**config.mk**
```make
export PLATFORM = sky130hd
export DESIGN_NAME = muldiv_unit
export DESIGN_NICKNAME = d
export VERILOG_FILES = /design/src/rtl/muldiv_unit.sv
export SDC_FILE = /design/constraint.sdc
export NUM_CORES = 1
export LEC_CHECK = 0
export ABC_AREA = 1
export CORE_MARGIN = 2
export CORE_UTILIZATION = 31
export CTS_BUF_LIST = sky130_fd_sc_hd__clkbuf_8
export DETAILED_ROUTE_END_ITERATION = 8
export DONT_BUFFER_PORTS = 1
export PLACE_DENSITY = 0.54
export SYNTH_ARGS = -nofsm -noshare
export SYNTH_HDL_FRONTEND = slang
export SYNTH_SLANG_ARGS = --single-unit
export TNS_END_PERCENT = 50
```
**constraint.sdc**
```tcl
create_clock -name clk -period 2.8 [get_ports clk]
set_input_delay 0.56 -clock clk [delete_from_list [all_inputs] [get_ports clk]]
set_output_delay 0.56 -clock clk [all_outputs]
set_load 0.02 [all_outputs]
```
**src/rtl/muldiv_unit.sv**
```systemverilog
// Iterative multiply/divide unit with HI/LO result registers, one bit per cycle.
// Define MULDIV_DIVZERO_FAST_EN to finish divide-by-zero straight from IDLE.
module muldiv_unit #(
  parameter int WIDTH = 32
) (
  input  logic             clk,
  input  logic             rst,
  input  logic             start,
  input  logic [1:0]       op,
  input  logic [WIDTH-1:0] a,
  input  logic [WIDTH-1:0] b,
  output logic             busy,
  output logic             done,
  output logic             div_zero,
  output logic [WIDTH-1:0] hi,
  output logic [WIDTH-1:0] lo
);

  localparam int CW = $clog2(WIDTH);

  typedef enum logic [1:0] {IDLE, CALC, FIX, DONE} state_t;

  state_t             state, state_nxt;
  logic [CW-1:0]      cnt;
  logic [WIDTH-1:0]   acc_hi, acc_lo, opd;
  logic               is_div, neg_q, neg_r, dz;
  logic               a_neg, b_neg, b_zero, fast_dz, accept;
  logic [WIDTH-1:0]   a_mag, b_mag;
  logic [WIDTH:0]     mul_sum, div_sh, div_diff;
  logic [2*WIDTH-1:0] prod, prod_fix;
  logic [WIDTH-1:0]   quo_fix, rem_fix;

  assign a_neg  = op[0] & a[WIDTH-1];
  assign b_neg  = op[0] & b[WIDTH-1];
  assign a_mag  = a_neg ? -a : a;
  assign b_mag  = b_neg ? -b : b;
  assign b_zero = (b == '0);
  assign accept = (state == IDLE) & start;

`ifdef MULDIV_DIVZERO_FAST_EN
  assign fast_dz = op[1] & b_zero;
`else
  assign fast_dz = 1'b0;
`endif

  always_ff @(posedge clk or negedge rst) begin
    if (!rst) state <= IDLE;
    else      state <= state_nxt;
  end

  always_comb begin
    state_nxt = state;
    case (state)
      IDLE:    if (start) state_nxt = fast_dz ? DONE : CALC;
      CALC:    if (cnt == CW'(WIDTH-1)) state_nxt = FIX;
      FIX:     state_nxt = DONE;
      DONE:    state_nxt = IDLE;
      default: state_nxt = IDLE;
    endcase
  end

  always_comb begin
    busy = (state == CALC) || (state == FIX);
    done = (state == DONE);
  end

  // acc_hi/acc_lo: partial product + multiplier for MUL, remainder + dividend/quotient for DIV
  assign mul_sum  = {1'b0, acc_hi} + (acc_lo[0] ? {1'b0, opd} : '0);
  assign div_sh   = {acc_hi, acc_lo[WIDTH-1]};
  assign div_diff = div_sh - {1'b0, opd};

  assign prod     = {acc_hi, acc_lo};
  assign prod_fix = neg_q ? -prod : prod;
  assign quo_fix  = neg_q ? -acc_lo : acc_lo;
  assign rem_fix  = neg_r ? -acc_hi : acc_hi;

  always_ff @(posedge clk or negedge rst) begin
    if (!rst) begin
      cnt      <= '0;
      acc_hi   <= '0;
      acc_lo   <= '0;
      opd      <= '0;
      is_div   <= 1'b0;
      neg_q    <= 1'b0;
      neg_r    <= 1'b0;
      dz       <= 1'b0;
      div_zero <= 1'b0;
      hi       <= '0;
      lo       <= '0;
    end else if (accept) begin
      cnt      <= '0;
      acc_hi   <= '0;
      acc_lo   <= op[1] ? a_mag : b_mag;
      opd      <= op[1] ? b_mag : a_mag;
      is_div   <= op[1];
      // a zero divisor yields an all-ones quotient that must not be sign-fixed
      neg_q    <= (a_neg ^ b_neg) & ~(op[1] & b_zero);
      neg_r    <= a_neg;
      dz       <= op[1] & b_zero;
      div_zero <= 1'b0;
      if (fast_dz) begin
        hi       <= a;
        lo       <= '1;
        div_zero <= 1'b1;
      end
    end else if (state == CALC) begin
      cnt <= cnt + CW'(1);
      if (is_div) begin
        if (!div_diff[WIDTH]) begin
          acc_hi <= div_diff[WIDTH-1:0];
          acc_lo <= {acc_lo[WIDTH-2:0], 1'b1};
        end else begin
          acc_hi <= div_sh[WIDTH-1:0];
          acc_lo <= {acc_lo[WIDTH-2:0], 1'b0};
        end
      end else begin
        {acc_hi, acc_lo} <= {mul_sum, acc_lo[WIDTH-1:1]};
      end
    end else if (state == FIX) begin
      if (is_div) begin
        hi <= rem_fix;
        lo <= quo_fix;
      end else begin
        {hi, lo} <= prod_fix;
      end
      div_zero <= dz;
    end
  end

endmodule

```
; Yosys cells after proc, flatten, opt, wreduce, memory -nomap -nowiden
; Cells that the tools add are included.
; Widths: inputs -> output; s select.
[word_totals]
regBits = 172
out_inout_bits = 67
elab_cells = 70
[op_classes]
n_eq_ne = 7
muxes = 26
bitwise_logic = 9
reduce_logical = 8
addsub = 8
[ops]
columns = operator, count
row1 = $mux 32, 16
row2 = $neg 32->32, 4
row3 = $mux 64, 1
row4 = $neg 64->64, 1
row5 = $add 32x32->33, 1
row6 = $sub 33x32->33, 1
row7 = $logic_not 32->1, 1
row8 = $mux 5, 2
row9 = $pmux 2 s4, 1
row10 = $ne 2x2->1 const B, 3
row11 = $add 5x1->5 const B, 1
row12 = $and 1x1->1, 5
row13 = $eq 5x5->1 const B, 1
row14 = $eq 2x2->1 const B, 2
row15 = $mux 1, 4
row16 = $mux 2, 2
row17 = $reduce_and 2->1, 2
row18 = $reduce_bool 2->1, 2
row19 = $not 1->1, 3
row20 = $reduce_and 3->1, 1
row21 = $eq 2x1->1 const B, 1
row22 = $logic_not 2->1, 1
row23 = $logic_or 1x1->1, 1
row24 = $xor 1x1->1, 1

; Depth between registers and ports, before layout
[depth]
depth_word = 5
depth_mapped = 22
ltp_nobuf = 20

; Least setup slack after synthesis
; OpenSTA, ideal clock, no wires.
[synth_timing]
path_kind = register -> register
from = reg acc_lo[0]
to = reg acc_hi[21]
arrival_ns = 2.663
setup_ns = 0.118
path_slack_ns = 0.020
n_path_buf = 2
synth_period_minus_slack_ns = 2.780
stages_incl_launch_ff = 20
cell_sequence = dfrtp_1 > buf_2 > buf_1 > nand2_1 > inv_1 > ha_1 > inv_1 > fa_1 > inv_1 > nand2_1 > o21ai_0 > inv_1 > o21ai_0 > nand2_1 > nand2_1 > nand2_1 > nand3_1 > nand3_1 > nand3_1 > nand2_1
[synth_via]
elab_chain_cells = 5
[synth_rtl]
columns = element, line
row1 = "start, declared", 25  ; logic [WIDTH-1:0] acc_hi, acc_lo, opd;
row2 = "start signal, assigned", 93  ; acc_lo <= op[1] ? a_mag : b_mag;
row3 = "start signal, assigned", 111  ; acc_lo <= {acc_lo[WIDTH-2:0], 1'b1};
row4 = "start signal, assigned", 114  ; acc_lo <= {acc_lo[WIDTH-2:0], 1'b0};
row5 = $mux 32, 68  ; assign mul_sum = {1'b0, acc_hi} + (acc_lo[0] ? {1'b0, opd} : '0);
row6 = $add 32x32->33, 68
row7 = $mux 32, 108  ; if (is_div) begin
row8 = $mux 32, 106  ; end else if (state == CALC) begin
row9 = $mux 32, 90  ; end else if (accept) begin
row10 = "end signal, assigned", 110  ; acc_hi <= div_diff[WIDTH-1:0];
row11 = "end signal, assigned", 113  ; acc_hi <= div_sh[WIDTH-1:0];
row12 = "end signal, assigned", 117  ; {acc_hi, acc_lo} <= {mul_sum, acc_lo[WIDTH-1:1]};
row13 = "end, declared", 25
; Every way passes these cells. The select of a mux whose other input is x is not followed.
; A chain may end at the register's enable or synchronous reset.

; Worst setup path in the final report
[layout_timing]
from = reg opd[0]
to = reg acc_hi[15]
[layout_via]
elab_chain_cells = 5
[layout_rtl]
columns = element, line
row1 = "start, declared", 25
row2 = "start signal, assigned", 94  ; opd <= op[1] ? b_mag : a_mag;
row3 = $sub 33x32->33 or $mux 32 (tied branches), "70, 68"
row4 = $mux 32 or $add 32x32->33 (tied branches), "109, 68"
row5 = $mux 32 *, 108
row6 = $mux 32 *, 106
row7 = $mux 32 *, 90
; Every way passes the cells marked *; elsewhere a longest branch is shown, timed or not. The select of a mux whose other input is x is not followed.

==> results.ini <==
[run_status]
outcome=complete, but fails checks
violations=negative hold slack

[timing]
fmaxAchievable_mhz=379.0
relSlewSlack=0.4203
worst_pin_slew_ns=0.8605
hold_violations=172
period_share=0.9424
skew_ns=0.02387
setup_slack_ns=0.1613
hold_slack_ns=-0.3403
finalCriticalPeriod_ns=2.639
tns_ns=0
setup_viol=0
grt_setup_unrepaired=false
finalMaxSlewViolations=0

[synthesis]
synth_edf_count=0
synth.area.top_cells=dfrtp_1 25%, nand2_1 21%, inv_1 9.0%
synthFlopType=dfrtp_1
syn_nets=3087
synth.distinct_cells=55
avgSynthCellArea_um2=5.959
netlist_area_um2=17530
synth.largest_area_cell=dfrtp_1
synth_seq_cells=172
async_flop_share=1.000
synth_top_area_frac=0.2456
ys_warn_count=0
ys_seq_area_frac=0.2456
synthCells=2941

[global_route]
grt_overflow=0
antenna_found_initial=1
grt_max_degree=173
groute.layer.met1.usage=0.3510
grt_pass1_wl_um=109500
grt.busiest_layer=met2
use_met2=0.3669
grt_usage=0.2436
gr-usage-met3=0.03973
grt_pass1_vias=17930

[critical_path]
worstPathRequired_ns=3.32
crit_path_end_kind=register
setup.worst_path.start_class=register
cp_slowest_cell=dfrtp_1
reg2reg_setup_slack_ns=0.16
worstPathCellList=buf_4, ha_1, fa_1, inv_1, nand2_1, nand2_1, nand3_1, nand2_2, nand2_2, nand2_2, nand2_4, nand2_4, nand2_4, nand2_8, nand3_2, nand3_1, nand2_1, nand2_1
crit_path_max_fanout=23
worstReg2RegStart=opd[0]
cpPeakStageDelay_ns=0.41
critPathTopFamily=simple AND/OR/NAND/NOR gates
path_buf_inv=2
reg2regPathDepth=18
r2r_end=acc_hi[15]
path_class=reg2reg
cp_common_cell=nand2_1
arrival_ns=3.16

[run]
cap_violations=0

[power_and_ir_drop]
ir_worst_vdd_v=0.0004668
p_per_area_nw_per_um2=1318
finalPower_mw=25.58
leakage_nw=10.05

[final_layout]
multi_input_area_um2=11310
ff_latch_area_um2=4308
fin_nets=3124
areaGrowthSynthToFinish_pct=10.76
layout-drive-gt1-share=0.07422
final_common_cell=nand2_1
mostFrequentLayoutCells=988 x nand2_1, 422 x inv_1, 282 x nor2_1
nFillCells=6444

[place]
pre_cts_ws_ns=0.1126
place_congestion=0.9700
dp_hpwl_um=58680
portBuffers=0

[detailed_routing]
avgRoutedWirePerCell_um=19.07
first_pass_iters=8
first_iter_violations=2147
drc=0
postRouteAntennaNets=0
vias_per_cell=5.106
vias=19140
drt_wl_total_um=71480

[clock_tree]
htreeDepth=4
clk_pin_slew_ns=0.12
clock-sinks=172
root_buffer=clkbuf_8
numCtsBuffers=17
cts_tree=built
cts_buffer_depth=2
clk_latency_ns=0.60

[die]
num_rows=87
start_util=0.3120
core_area_um2=56170
die_x_um=241.8
pin_count=136
die_height_um=241.8
dieArea_um2=58450

[worst_hold_path]
hp-class=in2async

-- power breakdown --
| group | internal, mW | switching (mW) |
|---|---|---|
| combinational | 5.85 | 12.1 |
| sequential | 3.67 | 1.95 |
| clock | 0.785 | 1.27 |
| total | 10.3 | 15.3 |
-- synth_stat cells (7+ instances only) --
cell type  instances
xnor2_1           18
nand4_1           39
a21oi_1          127
a21o_1             7
ha_1              75
o21ai_0          171
or2_2             10
dfrtp_1          172
nand2_1          989
xor2_1            77
nand3b_1          13
buf_2             12
o21bai_1           8
nor2_1           286
clkbuf_1          57
nand2_2           17
a31oi_1           16
nor4_1             9
inv_1            422
o211ai_1          26
o21ai_1            9
nand3_2           21
buf_1             11
o221ai_1          10
nor3_1            32
nand3_1          251
-- through the flow --
stage	instances	utilization	instance area, um^2	hold slack [ns]
floorplan	2941	-	17530	0.2644
global placement	3712	0.3363	18890	0.2722
detailed placement	3712	0.3363	18890	0.2721
CTS	3744	0.3442	19340	-0.3804
global route	3747	0.3455	19410	-0.3709
finish	3748	0.3456	19410	-0.3403
-- routing by layer --
layer | vias to the layer above | wire [um]
li1 | 9480 | -
met1 | 8823 | 33140
met2 | 727 | 30630
met3 | 106 | 5451
met4 | 2 | 2250
met5 | - | 13
-- flip-flops by register name (all words and copies together), names as in the netlist, 2 cells and up --
| signal | cells |
|---|---|
| hi | 32 |
| acc_lo | 32 |
| opd | 32 |
| lo | 32 |
| cnt | 5 |
| state | 2 |
| acc_hi | 32 |
-- worst register-to-register path, cell delays in order, from the launching register on --
cell and delay (ns):
dfrtp_1 0.41, buf_4 0.14, ha_1 0.20, fa_1 0.36, inv_1 0.08, nand2_1 0.07
nand2_1 0.08, nand3_1 0.08, nand2_2 0.10, nand2_2 0.05, nand2_2 0.10, nand2_4 0.09
nand2_4 0.08, nand2_4 0.11, nand2_8 0.23, nand3_2 0.16, nand3_1 0.10, nand2_1 0.05
nand2_1 0.05
-- layout make-up --
class | count | share of cell area
diodes | 1 | 0.0001289
clock buffers | 17 | 0.01205
clock inverters | 15 | 0.01083
inverters | 426 | 0.08238
multi-input cells | 2259 | 0.5826
flip-flops and latches | 172 | 0.2219
well taps | 756 | 0.04873
repair buffers | 102 | 0.04138
-- worst max path at each step --
stage	from	to	slack [ns]	cells after the start
after floorplan	acc_lo[0]	acc_hi[21]	0.02	19
after global placement	acc_lo[0]	acc_hi[29]	0.1	17
after detailed placement	acc_lo[0]	acc_hi[29]	0.11	17
after CTS	acc_lo[0]	acc_hi[29]	0.05	17
after global routing	acc_lo[0]	acc_hi[25]	0.0009	14
final	opd[0]	acc_hi[15]	0.16	18
-- repair_timing --
action | CTS | global route
endpoints found under the setup margin | 0 | 26
setup buffers | 0 | 2
resized for setup | 0 | 17
hold endpoints to repair | 172 | 172
-- logic make-up (layout without fill, tap and decap cells) --
logic type,after synthesis,after routing,synth area share
adders and majority gates,77,77,0.05583
AOI/OAI and AO/OA,400,400,0.1284
buffers and inverters,511,560,0.1134
and+or+nand+nor,1686,1687,0.4093
xor gates and xnor gates,95,95,0.04748
DFF,172,172,0.2456
other,0,1,0
(Power assumes the default switching activity.)
==> patch (config.mk and constraints unchanged) <==
Build with the macro `MULDIV_DIVZERO_FAST_EN` defined.
--- a/src/rtl/muldiv_unit.sv
+++ b/src/rtl/muldiv_unit.sv
@@ -1,4 +1,6 @@
 // Iterative multiply/divide unit with HI/LO result registers, one bit per cycle.
 // Define MULDIV_DIVZERO_FAST_EN to finish divide-by-zero straight from IDLE.
+`define MULDIV_DIVZERO_FAST_EN
+
 module muldiv_unit #(
   parameter int WIDTH = 32
Check against the original RTL: not equivalent (a bounded check fails within 4 cycles, from zero or initial values and one cycle with rst low).
==> patch against the original RTL <==
Critical path depth shrank 1; wire length grew 18%; sequential cell count is the same; highest routed layer is now met4; cell count grew 8.8%; the run still ends with hold timing left; power is essentially flat; area after synthesis grew 4.9%; clock skew is essentially flat; design area grew 5.8%; worst setup slack lost 0.043 ns; sequential power shrank 2%.
==> patch: results (changes against the original RTL) <==
Highest Signal Layer=met4 (was met5); Lkg Pwr=0.0112 µW (was 0.0100 µW); first-pass GRT wire length=125,000 µm (was 109,000 µm); crit path max fanout=31 (was 23); GRT Util Overall=0.272 (was 0.244); Critical path origin=acc_lo[0] (was opd[0]); antenna fix cells=0 (was 1); share of cells above drive strength 1=0.0744 (was 0.0742); met3 Use GR=0.0571 (was 0.0397); Syn. warnings=0 (unchanged); Post-synth top cells=nand2_1 (1,213), inv_1 (504), nor2_1 (295) (was nand2_1 (989), inv_1 (422), nor2_1 (286)); antenna violations before repair=0 (was 1); GR Layer Usage met1=0.371 (was 0.351); dpl hpwl=69,100 µm (was 58,700 µm); top cells by area, synth=nand2_1 (25%), dfrtp_1 (23%), inv_1 (10%) (was dfrtp_1 (25%), nand2_1 (21%), inv_1 (9.0%)); Area after DPL=20,100 µm² (was 18,900 µm²); Slowest-stage cell, CP=dfrtp_2 (was dfrtp_1); WL met3=7560 µm (was 5450 µm); worst min path class=in -> async (unchanged); max incr delay on CP=0.46 ns (was 0.41 ns); pre-CTS setup slack=0.110 ns (was 0.113 ns); worst slew pin tran=0.727 ns (was 0.860 ns); Critical Path Sink=acc_hi[14] (was acc_hi[15]); ys flop type=dfrtp_1 (unchanged); DRT Pass-1 Iters=8 (unchanged); library cells used by synthesis=50 (was 55); Max clock buf depth=2 (unchanged); hold slack=-0.328 ns (was -0.340 ns); violated checks=hold timing (unchanged); vias in the first global route=19,680 (was 17,928); Final Hold Viols=172 (unchanged); gpl congestion=1.02 (was 0.970); Setup Skew=0.0235 ns (was 0.0239 ns); vias per cell=5.19 (was 5.11); Peak VDD IR=0.559 mV (was 0.467 mV); Arr. time, crit path=3.14 ns (was 3.16 ns); setup slack, reg-to-reg=0.12 ns (was 0.16 ns); met2 wire len=36,200 µm (was 30,600 µm); Routed met1 length=36,500 µm (was 33,100 µm); WL final=84,000 µm (was 71,500 µm); status=complete, but fails checks (unchanged); Clock Latency Late Sink=0.58 ns (was 0.60 ns); H-tree depth=4 (unchanged); largest net degree at the start of global routing=173 (unchanged); Reg2Reg Depth=17 (was 18); Seq/Total Area, Yosys=0.234 (was 0.246); syn_nets=3,372 (was 3,087); initial drt markers=2,331 (was 2,147); post-route clock period utilization=0.958 (was 0.942); Final nets=3,439 (was 3,124); met2 global-route usage=0.415 (was 0.367)
## patch: cell count changes in the layout (fill, tap and decap cells not counted), moves of 40 or more
cell     delta
o21ai_0    -59
inv_1      +80
buf_4      +40
nand3_1    +42
nand2_1   +219
## patch: timing repair
item                                    CTS  global route
endpoints found under the hold margin   172           172
endpoints found under the setup margin    0            32
resized for setup                         0            20
## patch: through the flow
step,cells,util
4_1_cts,4079,0.348
5_1_grt,4079,0.349
6_report,4079,0.349
2_1_floorplan,3226,-
3_5_place_dp,4047,0.341
3_3_place_gp,4047,0.341
## patch: final cells by class
type,count,area [µm²]
Clock buffer,17,234
Clock inverter,15,198
Fill cell,6702,38300
Inverter,514,1930
Multi-Input combinational cell,2445,11800
Sequential cell,172,4310
Tap cell,773,967
Timing Repair Buffer,143,1120
## patch: power by group
part / internal (µW) / leakage [µW] / switching, µW
registers: 3620 / 0.00210 / 1890
clock network: 771 / 0.000209 / 1260
logic: 5990 / 0.00893 / 12000
total: 10400 / 0.0112 / 15200
## patch: cell families (layout without fill, tap and decap cells)
group / count (synthesis) / after routing / share of synthesized area
and+or+nand+nor: 1925 / 1925 / 0.431
buffers and inverters: 609 / 689 / 0.129
AOI/OAI and AO/OA: 361 / 361 / 0.113
DFF: 172 / 172 / 0.234
xor gates and xnor gates: 81 / 81 / 0.0386
adders and majority gates: 77 / 77 / 0.0532
muxes: 1 / 1 / 0.000613
## patch: worst min-delay path by stage
stage                           end  slack (ns)  cells after the start
after global routing         lo[22]       -0.35                      0
after global placement       lo[11]        0.27                      0
after floorplan           acc_hi[0]        0.26                      0
after detailed placement     lo[11]        0.27                      0
after CTS                    lo[24]       -0.36                      0
final                         lo[4]       -0.33                      0
